**config.mk**
```make
export PLATFORM = sky130hd
export DESIGN_NAME = timer_bank_flat
export DESIGN_NICKNAME = d
export VERILOG_FILES = /design/src/rtl/timer_pkg.sv /design/src/rtl/timer_bank_if.sv /design/src/rtl/timer_bank_channel.sv /design/src/rtl/timer_bank.sv /design/src/flat_wrapper.sv
export SDC_FILE = /design/constraint.sdc
export NUM_CORES = 1
export LEC_CHECK = 0
export ABC_AREA = 0
export CAP_MARGIN = 15
export CORE_AREA = 2 2 173 175
export DETAILED_ROUTE_END_ITERATION = 7
export DIE_AREA = 0 0 175 177
export PLACE_DENSITY = 0.87
export SYNTH_ARGS = -nofsm -noshare
export SYNTH_HDL_FRONTEND = slang
export SYNTH_SLANG_ARGS = --single-unit
```
**constraint.sdc**
```tcl
create_clock -name clk -period 34.5 [get_ports clk]
set_clock_uncertainty 0.2 [all_clocks]
set_input_delay 6.9 -clock clk [delete_from_list [all_inputs] [get_ports clk]]
set_output_delay 6.9 -clock clk [all_outputs]
set_load 0.02 [all_outputs]
```
**src/rtl/timer_pkg.sv**
```systemverilog
// Shared constants for the timer bank: register offsets, CTRL bit positions, channel stride.
// Capture-related constants exist only when TIMER_BANK_CAPTURE_EN is defined.
package timer_pkg;

    localparam int unsigned ChStride = 32'h20;
    localparam int unsigned ChIdxW   = 3;

    localparam logic [4:0] OffCtrl  = 5'h00;
    localparam logic [4:0] OffPresc = 5'h04;
    localparam logic [4:0] OffCmp   = 5'h08;
    localparam logic [4:0] OffCnt   = 5'h0C;
    localparam logic [4:0] OffCap   = 5'h10;

    localparam logic [7:0] AddrStatus = 8'hF0;

    localparam int unsigned CtrlEn      = 0;
    localparam int unsigned CtrlOneshot = 1;
    localparam int unsigned CtrlIrqEn   = 2;
    localparam int unsigned CtrlToggle  = 3;
    localparam int unsigned CtrlW       = 4;

`ifdef TIMER_BANK_CAPTURE_EN
    localparam int unsigned CapStatusLsb = 8;
`endif

    function automatic logic [ChIdxW-1:0] ch_of(logic [7:0] addr);
        return ChIdxW'(32'(addr) / ChStride);
    endfunction

    // Word index of a register inside its channel window.
    function automatic logic [2:0] word_of(logic [7:0] addr);
        return 3'((32'(addr) % ChStride) >> 2);
    endfunction

endpackage

```
**src/rtl/timer_bank_if.sv**
```systemverilog
// Peripheral bus bundle for the timer bank: select, write strobe, address, data.
interface timer_bank_if;

    logic        sel;
    logic        we;
    logic [7:0]  addr;
    logic [31:0] wdata;
    logic [31:0] rdata;

    modport master (output sel, output we, output addr, output wdata, input rdata);
    modport slave  (input sel, input we, input addr, input wdata, output rdata);

endinterface

```
**src/rtl/timer_bank_channel.sv**
```systemverilog
// One compare-timer channel: prescaler, counter, compare match, cmp_out and pending flag.
// With TIMER_BANK_CAPTURE_EN defined, also a synchronised rising-edge input capture.
module timer_bank_channel
    import timer_pkg::*;
#(
    parameter int unsigned WIDTH   = 32,
    parameter int unsigned PRESC_W = 16
) (
    input  logic               clk,
    input  logic               reset,
    input  logic               wr_ctrl,
    input  logic               wr_presc,
    input  logic               wr_cmp,
    input  logic               wr_cnt,
    input  logic [31:0]        wdata,
    input  logic               clr_pending,
`ifdef TIMER_BANK_CAPTURE_EN
    input  logic               cap_in,
    input  logic               clr_cap,
    output logic [WIDTH-1:0]   cap,
    output logic               cap_pending,
`endif
    output logic [CtrlW-1:0]   ctrl,
    output logic [PRESC_W-1:0] presc,
    output logic [WIDTH-1:0]   cmp,
    output logic [WIDTH-1:0]   cnt,
    output logic               cmp_out,
    output logic               pending
);

    logic [CtrlW-1:0]   ctrl_q;
    logic [PRESC_W-1:0] presc_q, pcnt_q;
    logic [WIDTH-1:0]   cmp_q, cnt_q;
    logic               cmp_out_q, pending_q;
    logic               tick, match;

    assign tick  = ctrl_q[CtrlEn] && (pcnt_q == presc_q);
    assign match = tick && (cnt_q == cmp_q);

    always_ff @(posedge clk or posedge reset) begin
        if (reset) begin
            ctrl_q    <= '0;
            presc_q   <= '0;
            pcnt_q    <= '0;
            cmp_q     <= '0;
            cnt_q     <= '0;
            cmp_out_q <= 1'b0;
            pending_q <= 1'b0;
        end else begin
            if (wr_ctrl) begin
                ctrl_q <= wdata[CtrlW-1:0];
            end else if (match && ctrl_q[CtrlOneshot]) begin
                ctrl_q[CtrlEn] <= 1'b0;
            end
            if (wr_presc) presc_q <= wdata[PRESC_W-1:0];
            if (wr_cmp)   cmp_q   <= wdata[WIDTH-1:0];

            if (wr_cnt) begin
                cnt_q <= wdata[WIDTH-1:0];
            end else if (match) begin
                cnt_q <= '0;
            end else if (tick) begin
                cnt_q <= cnt_q + WIDTH'(1);
            end

            // Any timing reconfiguration restarts the prescale period.
            if (wr_ctrl || wr_presc || wr_cnt || !ctrl_q[CtrlEn] || tick) begin
                pcnt_q <= '0;
            end else begin
                pcnt_q <= pcnt_q + PRESC_W'(1);
            end

            if (match) begin
                pending_q <= 1'b1;
            end else if (clr_pending) begin
                pending_q <= 1'b0;
            end

            if (ctrl_q[CtrlToggle]) begin
                if (match) cmp_out_q <= ~cmp_out_q;
            end else begin
                cmp_out_q <= match;
            end
        end
    end

    assign ctrl    = ctrl_q;
    assign presc   = presc_q;
    assign cmp     = cmp_q;
    assign cnt     = cnt_q;
    assign cmp_out = cmp_out_q;
    assign pending = pending_q;

`ifdef TIMER_BANK_CAPTURE_EN
    // [0] first sync stage, [1] second sync stage, [2] previous synchronised level.
    logic [2:0]       cap_sync_q;
    logic [WIDTH-1:0] cap_q;
    logic             cap_pending_q;
    logic             cap_edge;

    assign cap_edge = cap_sync_q[1] & ~cap_sync_q[2];

    always_ff @(posedge clk or posedge reset) begin
        if (reset) begin
            cap_sync_q    <= '0;
            cap_q         <= '0;
            cap_pending_q <= 1'b0;
        end else begin
            cap_sync_q <= {cap_sync_q[1:0], cap_in};
            if (cap_edge) cap_q <= cnt_q;
            if (cap_edge) begin
                cap_pending_q <= 1'b1;
            end else if (clr_cap) begin
                cap_pending_q <= 1'b0;
            end
        end
    end

    assign cap         = cap_q;
    assign cap_pending = cap_pending_q;
`endif

endmodule

```
**src/rtl/timer_bank.sv**
```systemverilog
// Multi-channel compare timer: NUM_CH channels, bus decode, STATUS W1C, read mux and irq.
// Optional input capture per channel is enabled by defining TIMER_BANK_CAPTURE_EN.
module timer_bank
    import timer_pkg::*;
#(
    parameter int unsigned NUM_CH  = 3,
    parameter int unsigned WIDTH   = 32,
    parameter int unsigned PRESC_W = 16
) (
    input  logic              clk,
    input  logic              reset,
    timer_bank_if.slave       bus,
`ifdef TIMER_BANK_CAPTURE_EN
    input  logic [NUM_CH-1:0] cap_in,
`endif
    output logic [NUM_CH-1:0] cmp_out,
    output logic              irq
);

    logic                            wr, rd, status_hit;
    logic [NUM_CH-1:0]               pending, irq_en, clr_pending, irq_src;
    logic [NUM_CH-1:0][CtrlW-1:0]    ctrl_v;
    logic [NUM_CH-1:0][PRESC_W-1:0]  presc_v;
    logic [NUM_CH-1:0][WIDTH-1:0]    cmp_v, cnt_v;
    logic [31:0]                     rd_val, rdata_q;
    logic                            irq_q;
    logic                            unused_addr_lsb;

    assign wr              = bus.sel & bus.we;
    assign rd              = bus.sel & ~bus.we;
    assign status_hit      = bus.addr[7:2] == AddrStatus[7:2];
    assign clr_pending     = (wr && status_hit) ? bus.wdata[NUM_CH-1:0] : '0;
    assign unused_addr_lsb = ^bus.addr[1:0];

`ifdef TIMER_BANK_CAPTURE_EN
    logic [NUM_CH-1:0]            cap_pending, clr_cap;
    logic [NUM_CH-1:0][WIDTH-1:0] cap_v;

    assign clr_cap = (wr && status_hit) ? bus.wdata[CapStatusLsb +: NUM_CH] : '0;
    assign irq_src = (pending | cap_pending) & irq_en;
`else
    assign irq_src = pending & irq_en;
`endif

    for (genvar g = 0; g < NUM_CH; g++) begin : g_ch
        logic ch_wr;
        assign ch_wr     = wr && (ch_of(bus.addr) == ChIdxW'(g));
        assign irq_en[g] = ctrl_v[g][CtrlIrqEn];

        timer_bank_channel #(
            .WIDTH   (WIDTH),
            .PRESC_W (PRESC_W)
        ) u_channel (
            .clk         (clk),
            .reset       (reset),
            .wr_ctrl     (ch_wr && (word_of(bus.addr) == OffCtrl[4:2])),
            .wr_presc    (ch_wr && (word_of(bus.addr) == OffPresc[4:2])),
            .wr_cmp      (ch_wr && (word_of(bus.addr) == OffCmp[4:2])),
            .wr_cnt      (ch_wr && (word_of(bus.addr) == OffCnt[4:2])),
            .wdata       (bus.wdata),
            .clr_pending (clr_pending[g]),
`ifdef TIMER_BANK_CAPTURE_EN
            .cap_in      (cap_in[g]),
            .clr_cap     (clr_cap[g]),
            .cap         (cap_v[g]),
            .cap_pending (cap_pending[g]),
`endif
            .ctrl        (ctrl_v[g]),
            .presc       (presc_v[g]),
            .cmp         (cmp_v[g]),
            .cnt         (cnt_v[g]),
            .cmp_out     (cmp_out[g]),
            .pending     (pending[g])
        );
    end

    always_comb begin
        rd_val = '0;
        if (status_hit) begin
            rd_val[NUM_CH-1:0] = pending;
`ifdef TIMER_BANK_CAPTURE_EN
            rd_val[CapStatusLsb +: NUM_CH] = cap_pending;
`endif
        end else begin
            for (int n = 0; n < NUM_CH; n++) begin
                if (ch_of(bus.addr) == ChIdxW'(n)) begin
                    case (word_of(bus.addr))
                        OffCtrl[4:2]:  rd_val[CtrlW-1:0]   = ctrl_v[n];
                        OffPresc[4:2]: rd_val[PRESC_W-1:0] = presc_v[n];
                        OffCmp[4:2]:   rd_val[WIDTH-1:0]   = cmp_v[n];
                        OffCnt[4:2]:   rd_val[WIDTH-1:0]   = cnt_v[n];
                        OffCap[4:2]: begin
`ifdef TIMER_BANK_CAPTURE_EN
                            rd_val[WIDTH-1:0] = cap_v[n];
`else
                            rd_val = '0;
`endif
                        end
                        default: ;
                    endcase
                end
            end
        end
    end

    always_ff @(posedge clk or posedge reset) begin
        if (reset) begin
            rdata_q <= '0;
            irq_q   <= 1'b0;
        end else begin
            if (rd) rdata_q <= rd_val;
            irq_q <= |irq_src;
        end
    end

    assign bus.rdata = rdata_q;
    assign irq       = irq_q;

endmodule

```
**src/flat_wrapper.sv**
```systemverilog
// flat-port wrapper written by rule: the top's interface ports become plain ports
module timer_bank_flat import timer_pkg::*;
#(
    parameter int unsigned NUM_CH  = 3,
    parameter int unsigned WIDTH   = 32,
    parameter int unsigned PRESC_W = 16
)
  (clk, reset, cmp_out, irq, bus_sel, bus_we, bus_addr, bus_wdata, bus_rdata);
  timer_bank_if bus_i ();
  input  logic clk;
  input  logic reset;
  output logic [NUM_CH-1:0] cmp_out;
  output logic irq;
  input wire logic [$bits(bus_i.sel)-1:0] bus_sel;
  input wire logic [$bits(bus_i.we)-1:0] bus_we;
  input wire logic [$bits(bus_i.addr)-1:0] bus_addr;
  input wire logic [$bits(bus_i.wdata)-1:0] bus_wdata;
  output wire logic [$bits(bus_i.rdata)-1:0] bus_rdata;
  assign bus_i.sel = bus_sel;
  assign bus_i.we = bus_we;
  assign bus_i.addr = bus_addr;
  assign bus_i.wdata = bus_wdata;
  assign bus_rdata = bus_i.rdata;
  timer_bank #(.NUM_CH(NUM_CH), .WIDTH(WIDTH), .PRESC_W(PRESC_W)) u_core (.clk(clk), .reset(reset), .bus(bus_i), .cmp_out(cmp_out), .irq(irq));
endmodule
```
# After elaboration in Yosys (flattened, before gate mapping)
# Index checks and enable logic that the tools add are counted.
[classes]
add_sub_neg = 6
n_eq_ne = 16
n_mux = 45
bitwise_logic = 7
reduce_logical = 52
[op_table]
columns = ["op", "count"]
rows = [
  ["two-way mux 32 bit", 12],
  ["adder 32 x 1 -> 32 bit (second input constant)", 3],
  ["== test 32 bit", 3],
  ["case mux 12 bit (4 select lines)", 2],
  ["case mux 16 bit (3 select lines)", 2],
  ["adder 16 x 1 -> 16 bit (second input constant)", 3],
  ["== test 16 bit", 3],
  ["two-way mux 16 bit", 3],
  ["case mux 4 bit (5 select lines)", 2],
  ["case mux 12 bit (3 select lines)", 1],
  ["case mux 16 bit (2 select lines)", 1],
  ["two-way mux 29 bit", 1],
  ["logical AND 1 bit", 25],
  ["two-way mux 1 bit", 18],
  ["case mux 4 bit (4 select lines)", 1],
  ["logical OR 1 bit", 12],
  ["nonzero test 2 bit", 6],
  ["== test 3 x 2 -> 1 bit (second input constant)", 3],
  ["nonzero test 3 bit", 3],
  ["== test 3 x 1 -> 1 bit (second input constant)", 2],
  ["== test 6 bit (second input constant)", 1],
  ["zero test 3 bit", 2],
  ["two-way mux 3 bit", 2],
  ["!= test 2 x 1 -> 1 bit (second input constant)", 3],
  ["other kinds (6)", 12],
]
[word_totals]
register_bits = 339
output_inout_bits = 36

# Longest topological paths before layout
[logic_depth]
depth_word = 8
depth_mapped = 10
mapped_depth_nobuf = 8

# Cells and area by module
# A second synthesis with hierarchy kept.
[hier_totals]
hier_cells = 1957
area_unflattened_um2 = 19774.0
[modules_own_cells]
columns = ["module", "instances", "cells_each", "area_each_um2"]
rows = [
  ["timer_bank_channel (u_core.g_ch[0].u_channel ...)", 2, 517, 5398.9],
  ["timer_bank_channel (u_core.g_ch[2].u_channel)", 1, 512, 5392.7],
  ["timer_bank", 1, 411, 3583.4],
]

# Worst setup path after synthesis
# Ideal clock, no wire load.
[synth_timing]
path_type = "in2reg"
startpoint = "input port bus_addr[3]"
endpoint = "register u_core.g_ch[0].u_channel.cmp_q[10]"
arrival_time_ns = 8.640
path_slack_ns = 25.535
path_stages = 7
path_buffers = 3
cell_sequence = "clkbuf_1 > nor2b_1 > clkbuf_1 > nand2b_1 > nor2_1 > clkbuf_1 > mux2_2"
[synth_between]
elab_chain_len = 2
[synth_rtl]
columns = ["item", "line", "text"]
rows = [
  ["start: declaration", "flat_wrapper.sv:16", "input wire logic [$bits(bus_i.addr)-1:0] bus_addr;"],
  ["== test 3 x 2 -> 1 bit", "timer_bank.sv:58", ".wr_cmp (ch_wr && (word_of(bus.addr) == OffCmp[4:2])),"],
  ["logical AND 1 bit", "timer_bank.sv:58", ""],
  ["end signal: assignment", "timer_bank_channel.sv:56", "if (wr_cmp) cmp_q <= wdata[WIDTH-1:0];"],
  ["end: declaration", "timer_bank_channel.sv:33", "logic [WIDTH-1:0] cmp_q, cnt_q;"],
]
# No other way between the ends.
# A chain may end at the register's enable or synchronous reset.

# Final worst setup path
[layout_timing]
startpoint = "input port bus_addr[5]"
endpoint = "register u_core.g_ch[0].u_channel.cnt_q[4]"
[layout_between]
elab_chain_len = 4
elab_cells_between_ends = 5
[layout_rtl]
columns = ["item", "line", "text"]
rows = [
  ["zero test 3 bit (*)", "timer_bank.sv:47", "assign ch_wr = wr && (ch_of(bus.addr) == ChIdxW'(g));"],
  ["logical AND 1 bit (*)", "timer_bank.sv:47", ""],
  ["logical AND 1 bit (*)", "timer_bank.sv:59", ".wr_cnt (ch_wr && (word_of(bus.addr) == OffCnt[4:2])),"],
  ["nonzero test 3 bit (no source line) / two-way mux 32 bit (equally long branches)", "n/a", ""],
  ["end signal: assignment", "timer_bank_channel.sv:59", "cnt_q <= wdata[WIDTH-1:0];"],
  ["end signal: assignment", "timer_bank_channel.sv:63", "cnt_q <= cnt_q + WIDTH'(1);"],
  ["end: declaration", "timer_bank_channel.sv:33", ""],
]
# Mark *: on every way between the ends. The rest lies on a longest branch, timed or not.

==> results_dict.tcl <==
set metrics [dict create \
    cts_sinks 339 \
    dr.pass1.iters 6 \
    worst_slew_pin_slew_ns 1.18 \
    path_buf_inv 2 \
    slew_headroom_pct 20.9 \
    min_period_over_period_pct 29.1 \
    max_stage_delay_ns 0.71 \
    async_flop_share_pct 100 \
    clkLatencyLatePin_ns 0.52 \
    ctsHoldBuffers 0 \
    post_cts_buffers 0 \
    maxSlewViolCount 0 \
    place_congestion 0.985 \
    fmax_ghz 0.0997 \
    viasPerCell 6.92 \
    drv_cap 0 \
    core_area_um2 29200 \
    clk_pin_slew_ns 0.06 \
    h-tree-depth 2 \
    yosysSeqAreaShare_pct 44.8 \
    setup_viol 0 \
    grt_pass1_wl_um 89200 \
    ios 80 \
    synth_cell_types 65 \
    cts_tree "yes" \
    synth.net_count 1966 \
    fillCellCount 1999 \
    critPathTopFamily "simple AND/OR/NAND/NOR gates" \
    std_cell_rows 63 \
    rsz0062_at_grt "no" \
    wirelength_um 57400 \
    drive_above_1_share_pct 15.5 \
    synth.avg_cell_area_um2 9.89 \
    numCtsBuffers 37 \
    ant_nets 0 \
    synth_edf_count 0 \
    grtUsageTotal_pct 37.2 \
    vias 16200 \
    drtIter0Drc 2113 \
    arrival_ns 10.18 \
    synthFlopType "dfrtp_1" \
    drcViolationCount 0 \
    p_per_area_nw_per_um2 49.9 \
    netlist_instances 1916 \
    wl_per_cell_um 24.6 \
    synthToLayoutAreaGrowth_pct 11.2 \
    cts.repair.resized 0 \
    grt_pass1_vias 15500 \
    ys_seq_elements 339 \
    grt_max_degree 122 \
    yosys_warnings 0 \
    end_kind "flip-flop" \
    ir_drop_mv 0.0320 \
    fp.dieW_um 175 \
    finalHoldViolCount 0 \
    die_area_um2 31000 \
    critPathMaxFanout 56 \
    grt_overflow 0 \
    synth_area_um2 19000 \
    die_h_um 177 \
    fin_crit_ns 10.03 \
    crit_slowest_cell "nor3_1" \
    cp_cell_sequence "clkdlybuf4s50_1, nor3_1, nand3_1, nor2_4, buf_4, or2_1, o21ai_0" \
    antenna_found_initial 3 \
    start_kind "input pin" \
    clk_path_buf_depth 3 \
    cts_root_buf "clkbuf_16" \
    p_leak_nw 8.38 \
    nets 1973 \
    initial_utilization_pct 64.8 \
    worstSetupPathType "in -> reg" \
    status "finished, final reports clean" \
    final_core_util_pct 72.1 \
    dp_hpwl_um 38600 \
    hold_class "reg -> reg" \
    setup-tns-final_ns 0 \
    io_buffers 77 \
    cp.required_ns 34.65 \
]
-- worst min-delay path, cell delays in order, from the launching register on --
cell and delay (ns):
dfrtp_1 0.34, nand2_1 0.05, o21ai_0 0.06
-- cell type report --
| cell class | count | area, µm² | area share (%) |
|---|---|---|---|
| Multi-Input combinational cell | 1424 | 9880 | 46.9 |
| Clock buffer | 58 | 1130 | 5.38 |
| Sequential cell | 339 | 8480 | 40.2 |
| Antenna cell | 1 | 2.50 | 0.0119 |
| Clock inverter | 3 | 17.5 | 0.0831 |
| Timing Repair Buffer | 104 | 1000 | 4.75 |
| Tap cell | 390 | 488 | 2.32 |
| Inverter | 17 | 71.3 | 0.338 |
-- stage by stage --
step	setup slack, ns	hold WS [ns]	std cells	instance area [µm²]	total power, mW
2_1_floorplan	18.01	0.267	1916	19000	0.597
3_3_place_gp	24.25	0.261	2269	19900	0.651
3_5_place_dp	24.12	0.269	2269	19900	0.661
4_1_cts	24.67	0.282	2330	21000	1.04
5_1_grt	24.41	0.312	2335	21100	1.08
6_report	24.47	0.280	2336	21100	1.05
-- registers in the layout (all words and copies together) (netlist names) --
register / cells
u_core.g_ch.u_channel.cmp: 96
u_core.bus.rdata: 32
u_core.g_ch.u_channel.pending: 3
u_core.g_ch.u_channel.cmp_out: 3
u_core.irq: 1
u_core.g_ch.u_channel.ctrl: 12
u_core.g_ch.u_channel.cnt: 96
u_core.g_ch.u_channel.pcnt_q: 48
u_core.g_ch.u_channel.presc: 48
-- layout by cell type, fill, tap and decap left out, drive strengths merged, types with 11 or more instances in the layout --
cell type and count:
clkdlybuf4s50 76, inv 17, nand4 55, and4 11, buf 28, a211oi 19, and3 20, nand3 50
nor4 30, clkbuf 58, nand2 184, o31ai 14, o22ai 28, a21oi 53, o21ai 111, nor3 18
a22oi 106, dfrtp 339, mux2 192, xnor2 158, nor2 159, xor2 104
-- report_power, final --
group          switching [mW]  internal [mW]  total, mW  leakage (nW)
Clock                   0.159          0.224      0.383         0.567
Sequential             0.0580          0.433      0.491          4.47
Combinational           0.102         0.0759      0.178          3.34
Total                   0.318          0.733       1.05          8.38
-- final timing paths --
kind | startpoint | end | slack [ns] | cells past startpoint
setup / recovery | bus_addr[5] | u_core.g_ch[0].u_channel.cnt[4] | 24.47 | 7
min in group asynchronous | reset | u_core.g_ch[0].u_channel.pcnt_q[5] | 6.78 | 2
hold / removal | u_core.bus.rdata[30] | u_core.bus.rdata[30] | 0.28 | 2
max in group asynchronous | reset | u_core.g_ch[0].u_channel.cnt[10] | 25.76 | 3
hold reg to reg | u_core.bus.rdata[30] | u_core.bus.rdata[30] | 0.28 | 2
setup reg to reg | u_core.g_ch[1].u_channel.cnt[3] | u_core.g_ch[1].u_channel.ctrl[0] | 30.88 | 7
-- per-layer routing --
metal / track usage [%] / vias to the layer above / part of all wire, %
li1: - / 6852 / -
met1: 49.6 / 7873 / 38
met2: 55.9 / 1140 / 44
met3: 8.48 / 290 / 11
met4: 22.4 / 0 / 7.6
met5: 0 / - / 0
-- synth_stat cells (10+ instances only) --
library cell / n / area share (%)
nor3_1: 18 / 0.48
xnor2_1: 158 / 7.3
nor4_1: 28 / 0.92
inv_1: 17 / 0.34
and3_1: 20 / 0.66
o21ai_1: 13 / 0.34
a31oi_1: 10 / 0.33
and2_1: 10 / 0.33
dfrtp_1: 339 / 45
a211oi_1: 19 / 0.75
xor2_1: 104 / 4.8
nor2_1: 159 / 3.1
mux2_2: 192 / 11
buf_2: 13 / 0.34
nand3_1: 50 / 1.3
a22oi_1: 106 / 4.2
and4_1: 11 / 0.51
a21oi_1: 53 / 1.4
nand2_1: 184 / 3.6
o21ai_0: 98 / 2.6
clkbuf_1: 104 / 2.1
o31ai_1: 12 / 0.48
o22ai_1: 28 / 0.92
nand4_1: 54 / 1.8
-- cell families (layout without fill, tap and decap cells) --
group                    count (synthesis)  count (layout)  synth area share, %
AND/OR/NAND/NOR                        582             582                 14.7
AO/OA/AOI/OAI                          382             382                 13.2
flip-flops                             339             339                 44.8
XOR/XNOR                               262             262                 12.1
multiplexers                           192             192                 11.4
buffers and inverters                  153             182                 3.37
adder cells (fa/ha/maj)                  6               6                0.396
other                                    0               1                    0
No activity file was read; power rests on OpenSTA's default activity.
==> RTL edit 1 (config.mk and constraints unchanged) <==
`PRESC_W` is set to 16 in 3 places; all go to 20.
--- a/src/rtl/timer_bank_channel.sv
+++ b/src/rtl/timer_bank_channel.sv
@@ -4,7 +4,7 @@
     import timer_pkg::*;
 #(
     parameter int unsigned WIDTH   = 32,
-    parameter int unsigned PRESC_W = 16
+    parameter int unsigned PRESC_W = 20
 ) (
     input  logic               clk,
     input  logic               reset,
--- a/src/rtl/timer_bank.sv
+++ b/src/rtl/timer_bank.sv
@@ -5,7 +5,7 @@
 #(
     parameter int unsigned NUM_CH  = 3,
     parameter int unsigned WIDTH   = 32,
-    parameter int unsigned PRESC_W = 16
+    parameter int unsigned PRESC_W = 20
 ) (
     input  logic              clk,
     input  logic              reset,
--- a/src/flat_wrapper.sv
+++ b/src/flat_wrapper.sv
@@ -3,7 +3,7 @@
 #(
     parameter int unsigned NUM_CH  = 3,
     parameter int unsigned WIDTH   = 32,
-    parameter int unsigned PRESC_W = 16
+    parameter int unsigned PRESC_W = 20
 )
   (clk, reset, cmp_out, irq, bus_sel, bus_we, bus_addr, bus_wdata, bus_rdata);
   timer_bank_if bus_i ();
Check against the original RTL: not equivalent (a bounded check fails within 4 cycles, from zero or initial values and one cycle with reset high).
==> RTL edit 1 against the unedited design <==
  * Power up 15%
  * Sequential cell count increased by 24
  * Worst setup slack lost 110 ps
  * Sequential power increased by 8.8%
  * Worst hold slack gained 2.2 ps
  * Area after synthesis increased by 6.6%
  * Combinational power up 25%
  * Global-route usage is 4.9 points higher
  * Routed wire length grew 14%
  * Register-to-register slack lost 100 ps
  * Cell area up 7.0%
==> RTL edit 1: results (changes against the unedited design) <==
- Gr usage total: 0.4212 (was 0.3722)
- Top post-synthesis cells by area: dfrtp_1 45%, mux2_2 12%, xor2_1 7.6% (was dfrtp_1 45%, mux2_2 11%, xnor2_1 7.3%)
- Via-to-Cell Ratio: 7.008 (was 6.916)
- Worst Hold Depth: 2 (unchanged)
- Root Buffer: clkbuf_16 (unchanged)
- 1st-pass router iterations: 6 (unchanged)
- Reg-to-reg startpoint: u_core.g_ch[1].u_channel.pcnt_q[16] (was u_core.g_ch[1].u_channel.cnt[3])
- Port bufs: 77 (unchanged)
- Final HPWL DP: 43.85 mm (was 38.64 mm)
- Lkg Pwr: 9.649 nW (was 8.376 nW)
- CP arrival: 10380 ps (was 10180 ps)
- Maximum clock path buffer count: 3 (unchanged)
- Max FO, Critical Path: 35 (was 56)
- CTS clk-pin slew, worst paths: 60 ps (about the same)
- Maximum vdd drop: 0.04312 mV (was 0.03201 mV)
- Vias in the first global route: 16740 (was 15480)
- Setup bufs post-CTS: 0 (unchanged)
- YS warnings: 0 (unchanged)
- Outcome: finished, final reports clean (unchanged)
- Initial drt markers: 2402 (was 2113)
- Wire per inst: 26.30 µm (was 24.57 µm)
- Cts bufs inserted: 41 (was 37)
- Antenna violations before repair: 1 (was 3)
- Placed cell count: 2406 (was 2269)
- Layout cells sized above 1: 0.1594 (was 0.1553)
- Beginning of the worst hold path: u_core.bus.rdata[5] (was u_core.bus.rdata[30])
- Post-Syn Instances: 2047 (was 1916)
- Post-synth top cells: 363 x dfrtp_1, 213 x mux2_2, 193 x nor2_1, 176 x xor2_1, 175 x nand2_1 (was 339 x dfrtp_1, 192 x mux2_2, 184 x nand2_1, 159 x nor2_1, 158 x xnor2_1)
- Sequential fraction of the synthesis area: 0.4496 (was 0.4476)
- Async SR Flop Fraction: 1.000 (unchanged)
- Drt total wl: 65.19 mm (was 57.40 mm)
- Worst hold path type: register to register (unchanged)
- Resize count post-CTS: 0 (unchanged)
- Worst Setup SP: bus_addr[3] (was bus_addr[5])
- # fillers: 1861 (was 1999)
- Netlist cell types: 68 (was 65)
- Post-Syn Nets: 2097 (was 1966)
- H-tree levels: 2 (unchanged)
- Clk_lat worst skew: 550 ps (was 520 ps)
- Global-route wire length before repair: 99.17 mm (was 89.22 mm)
- Largest net degree at the start of global routing: 146 (was 122)
- Diodes inserted: 0 (was 1)
- Residual DRC: 0 (unchanged)
- RD Place Congestion: 1.092 (was 0.9853)
- R2R depth: 7 (unchanged)
- Worst Tran Pin Value: 1195 ps (was 1179 ps)
-- RTL edit 1: where the power goes --
part	switching (mW)	internal [mW]
sequential	0.0674	0.467
clock	0.179	0.274
combinational	0.132	0.0909
total	0.378	0.832
-- RTL edit 1: per-layer routing --
metal | part of all wire | global-route usage | vias up
met4 | 0.085 | 0.2913 | 2
met3 | 0.13 | 0.1171 | 314
li1 | - | - | 7311
met5 | 0.00020 | 0 | -
met1 | 0.36 | 0.5542 | 8508
met2 | 0.42 | 0.6077 | 1237
-- RTL edit 1: area by class of cell --
| class | count | area share |
|---|---|---|
| clock buffer | 62 | 0.05573 |
| clock inverter | 10 | 0.006155 |
| inverter | 17 | 0.003161 |
| multi-input combinational | 1536 | 0.4681 |
| sequential | 363 | 0.4026 |
| tap | 390 | 0.02163 |
| timing repair buffer | 101 | 0.04259 |
-- RTL edit 1: critical path, stage by stage --
cell and delay [ps]:
buf_2 80, buf_4 350, buf_4 530, nor2b_1 280
and2_1 700, buf_4 490, a22oi_1 170, a21oi_1 440
a2111oi_0 190, o21ai_0 210
-- RTL edit 1: per-stage QoR --
step	power [mW]	area [µm²]	worst slack (ps)	hold WS, ps	util
floorplan	0.6718	20200	17320	270.6	-
global placement	0.7391	21130	24140	261.3	0.7226
detailed placement	0.7494	21140	24050	269.0	0.7228
CTS	1.198	22540	24560	286.3	0.7706
global route	1.247	22560	24300	309.5	0.7715
finish	1.210	22560	24360	282.5	0.7715
-- RTL edit 1: logic make-up (layout without fill, tap and decap cells) --
group	count (synthesis)	count (layout)	share of synthesized area
compound gates	382	382	0.1205
buf+inv	148	190	0.02886
xor+xnor	264	264	0.1148
mux	214	214	0.1198
flops	363	363	0.4496
fa+ha+maj	6	6	0.003716
simple gates	670	670	0.1626
-- RTL edit 1: final timing paths --
| path | to | slack [ps] |
|---|---|---|
| min in group asynchronous | u_core.g_ch[1].u_channel.cmp[24] | 6740 |
| hold reg to reg | u_core.bus.rdata[5] | 280 |
| max in group asynchronous | u_core.g_ch[2].u_channel.cnt[10] | 25730 |
| setup / recovery | u_core.bus.rdata[1] | 24360 |
| setup reg to reg | u_core.g_ch[1].u_channel.cnt[21] | 30780 |
| hold / removal | u_core.bus.rdata[5] | 280 |
==> RTL edit 2 (same flow settings) <==
Made on the original files. The output `irq` loses its register stage (`irq_q` becomes a continuous assignment).
--- a/src/rtl/timer_bank.sv
+++ b/src/rtl/timer_bank.sv
@@ -106,12 +106,12 @@
     always_ff @(posedge clk or posedge reset) begin
         if (reset) begin
             rdata_q <= '0;
-            irq_q   <= 1'b0;
         end else begin
             if (rd) rdata_q <= rd_val;
-            irq_q <= |irq_src;
         end
     end
+
+    assign irq_q = |irq_src;
 
     assign bus.rdata = rdata_q;
     assign irq       = irq_q;
Formal check against the unedited RTL: not equivalent (Yosys sat finds a counterexample within 4 cycles, from zero or initial values and one cycle with reset high).
==> RTL edit 2 against the unedited design <==
  * Synthesized cell count barely moved
  * Sequential cell count shrank 1
  * Area after synthesis is 0.13% lower
  * Critical endpoint is now u_core.g_ch[2].u_channel.cnt[24]
  * Worst setup slack better by 28 ps
  * First-iteration DRC count is 8.6% higher
  * Cell area about the same
  * Power rose by 1.0%
  * Register-to-register slack gained 110 ps
  * Routed wire length shrank 0.15%
  * Sequential share of layout area down 0.13 points
  * Combinational power down 2%
==> RTL edit 2: results (changes against the unedited design) <==
- Outcome: finished, final reports clean (unchanged)
- Area fraction in compound gates after synthesis: 0.1323 (was 0.1322)
- Maximum vdd drop: 0.03497 mV (was 0.03201 mV)
- Drt total wl: 57.32 mm (was 57.40 mm)
- Final worst slack: 24500 ps (was 24470 ps)
- Post-synth top cells: 338 x dfrtp_1, 192 x mux2_2, 184 x nand2_1, 159 x nor2_1, 158 x xnor2_1 (was 339 x dfrtp_1, 192 x mux2_2, 184 x nand2_1, 159 x nor2_1, 158 x xnor2_1)
- Reg-to-Reg End: u_core.g_ch[0].u_channel.cnt[13] (was u_core.g_ch[1].u_channel.ctrl[0])
- Clk_lat worst skew: 540 ps (was 520 ps)
- Adder-cell area share of the yosys netlist: 0.003966 (was 0.003961)
- Worst Hold Depth: 2 (unchanged)
- Diodes inserted: 0 (was 1)
- Port bufs: 77 (unchanged)
- Post-Syn Instances: 1915 (was 1916)
- Placed cell count: 2269 (unchanged)
- Global-route wire length before repair: 89.44 mm (was 89.22 mm)
- Max FO, Critical Path: 35 (was 56)
- Reg2reg setup slack: 30990 ps (was 30880 ps)
- Worst Hold End: u_core.bus.rdata[3] (was u_core.bus.rdata[30])
- Final HPWL DP: 38.67 mm (was 38.64 mm)
- Gr usage total: 0.3726 (was 0.3722)
- Antenna violations before repair: 1 (was 3)
- Worst Tran Pin Value: 1099 ps (was 1179 ps)
- Layout cells sized above 1: 0.1569 (was 0.1553)
- Netlist cell types: 65 (unchanged)
- 1st-pass router iterations: 7 (was 6)
- Initial drt markers: 2295 (was 2113)
- CP arrival: 10140 ps (was 10180 ps)
- Top post-synthesis cells by area: dfrtp_1 45%, mux2_2 11%, xnor2_1 7.3% (unchanged)
- Synth Area in XOR/XNOR: 0.1212 (was 0.1211)
- Largest net degree at the start of global routing: 170 (was 122)
- Worst Hold Slack: 277.4 ps (was 280.3 ps)
- # fillers: 1981 (was 1999)
- Final net count: 1972 (was 1973)
- RD Place Congestion: 0.9883 (was 0.9853)
- Reg-to-reg startpoint: u_core.g_ch[0].u_channel.cnt[1] (was u_core.g_ch[1].u_channel.cnt[3])
- R2R depth: 8 (was 7)
- Detailed-route via count: 16020 (was 16160)
- Beginning of the worst hold path: u_core.bus.rdata[3] (was u_core.bus.rdata[30])
- Lkg Pwr: 8.377 nW (was 8.376 nW)
- Cts bufs inserted: 38 (was 37)
- Sequential fraction of the synthesis area: 0.4468 (was 0.4476)
- Via-to-Cell Ratio: 6.844 (was 6.916)
- Multiplexer share of the synthesized area: 0.1142 (was 0.1141)
[RTL edit 2: changes by cell type in the layout (fill, tap and decap cells not counted), moves of 2 or more]
cell,unedited run,this run
clkinv_2,2,8
clkbuf_16,37,41
clkbuf_1,8,10
clkbuf_8,13,7
[RTL edit 2: area by class of cell]
cell class	instances	area, µm²	share of cell area
multi-input cells	1424	9879	0.4686
flip-flops and latches	338	8458	0.4011
well taps	390	488.0	0.02314
repair buffers	103	973.4	0.04617
clock inverters	10	55.05	0.002611
clock buffers	58	1160	0.05501
inverters	17	71.32	0.003382
[RTL edit 2: routing by layer]
metal  global-route usage  up-vias  wire [µm]
met5                    0        -         12
li1                     -     6821          -
met4               0.2323        2       4258
met1               0.4929     7833      21890
met3              0.07625      265       5762
met2               0.5665     1095      25400
[RTL edit 2: how the worst max path moves through the flow]
stage	start	end	cells past startpoint
global placement	bus_addr[4]	u_core.bus.rdata[0]	8
CTS	bus_addr[7]	u_core.g_ch[0].u_channel.cnt[13]	7
finish	bus_addr[4]	u_core.g_ch[2].u_channel.cnt[24]	6
global route	bus_addr[4]	u_core.g_ch[2].u_channel.cnt[14]	6
detailed placement	bus_addr[7]	u_core.g_ch[0].u_channel.cnt[13]	7
floorplan	reset	u_core.bus.rdata[0]	1
[RTL edit 2: report_power, final]
group | switching, mW | internal, mW
Combinational | 0.0990 | 0.0754
Sequential | 0.0580 | 0.432
Clock | 0.166 | 0.232
[RTL edit 2: stage by stage]
step | util | instance area [µm²]
final | 0.7210 | 21090
after global routing | 0.7210 | 21090
after CTS | 0.7202 | 21060
after detailed placement | 0.6787 | 19850
after global placement | 0.6787 | 19850
after floorplan | - | 18930
[RTL edit 2: worst max-delay path: stages]
cell and delay (ps):
clkdlybuf4s50_1 810, nor2b_1 360, nand2_1 350, or2_2 710
o21ai_1 710, o21ai_0 270
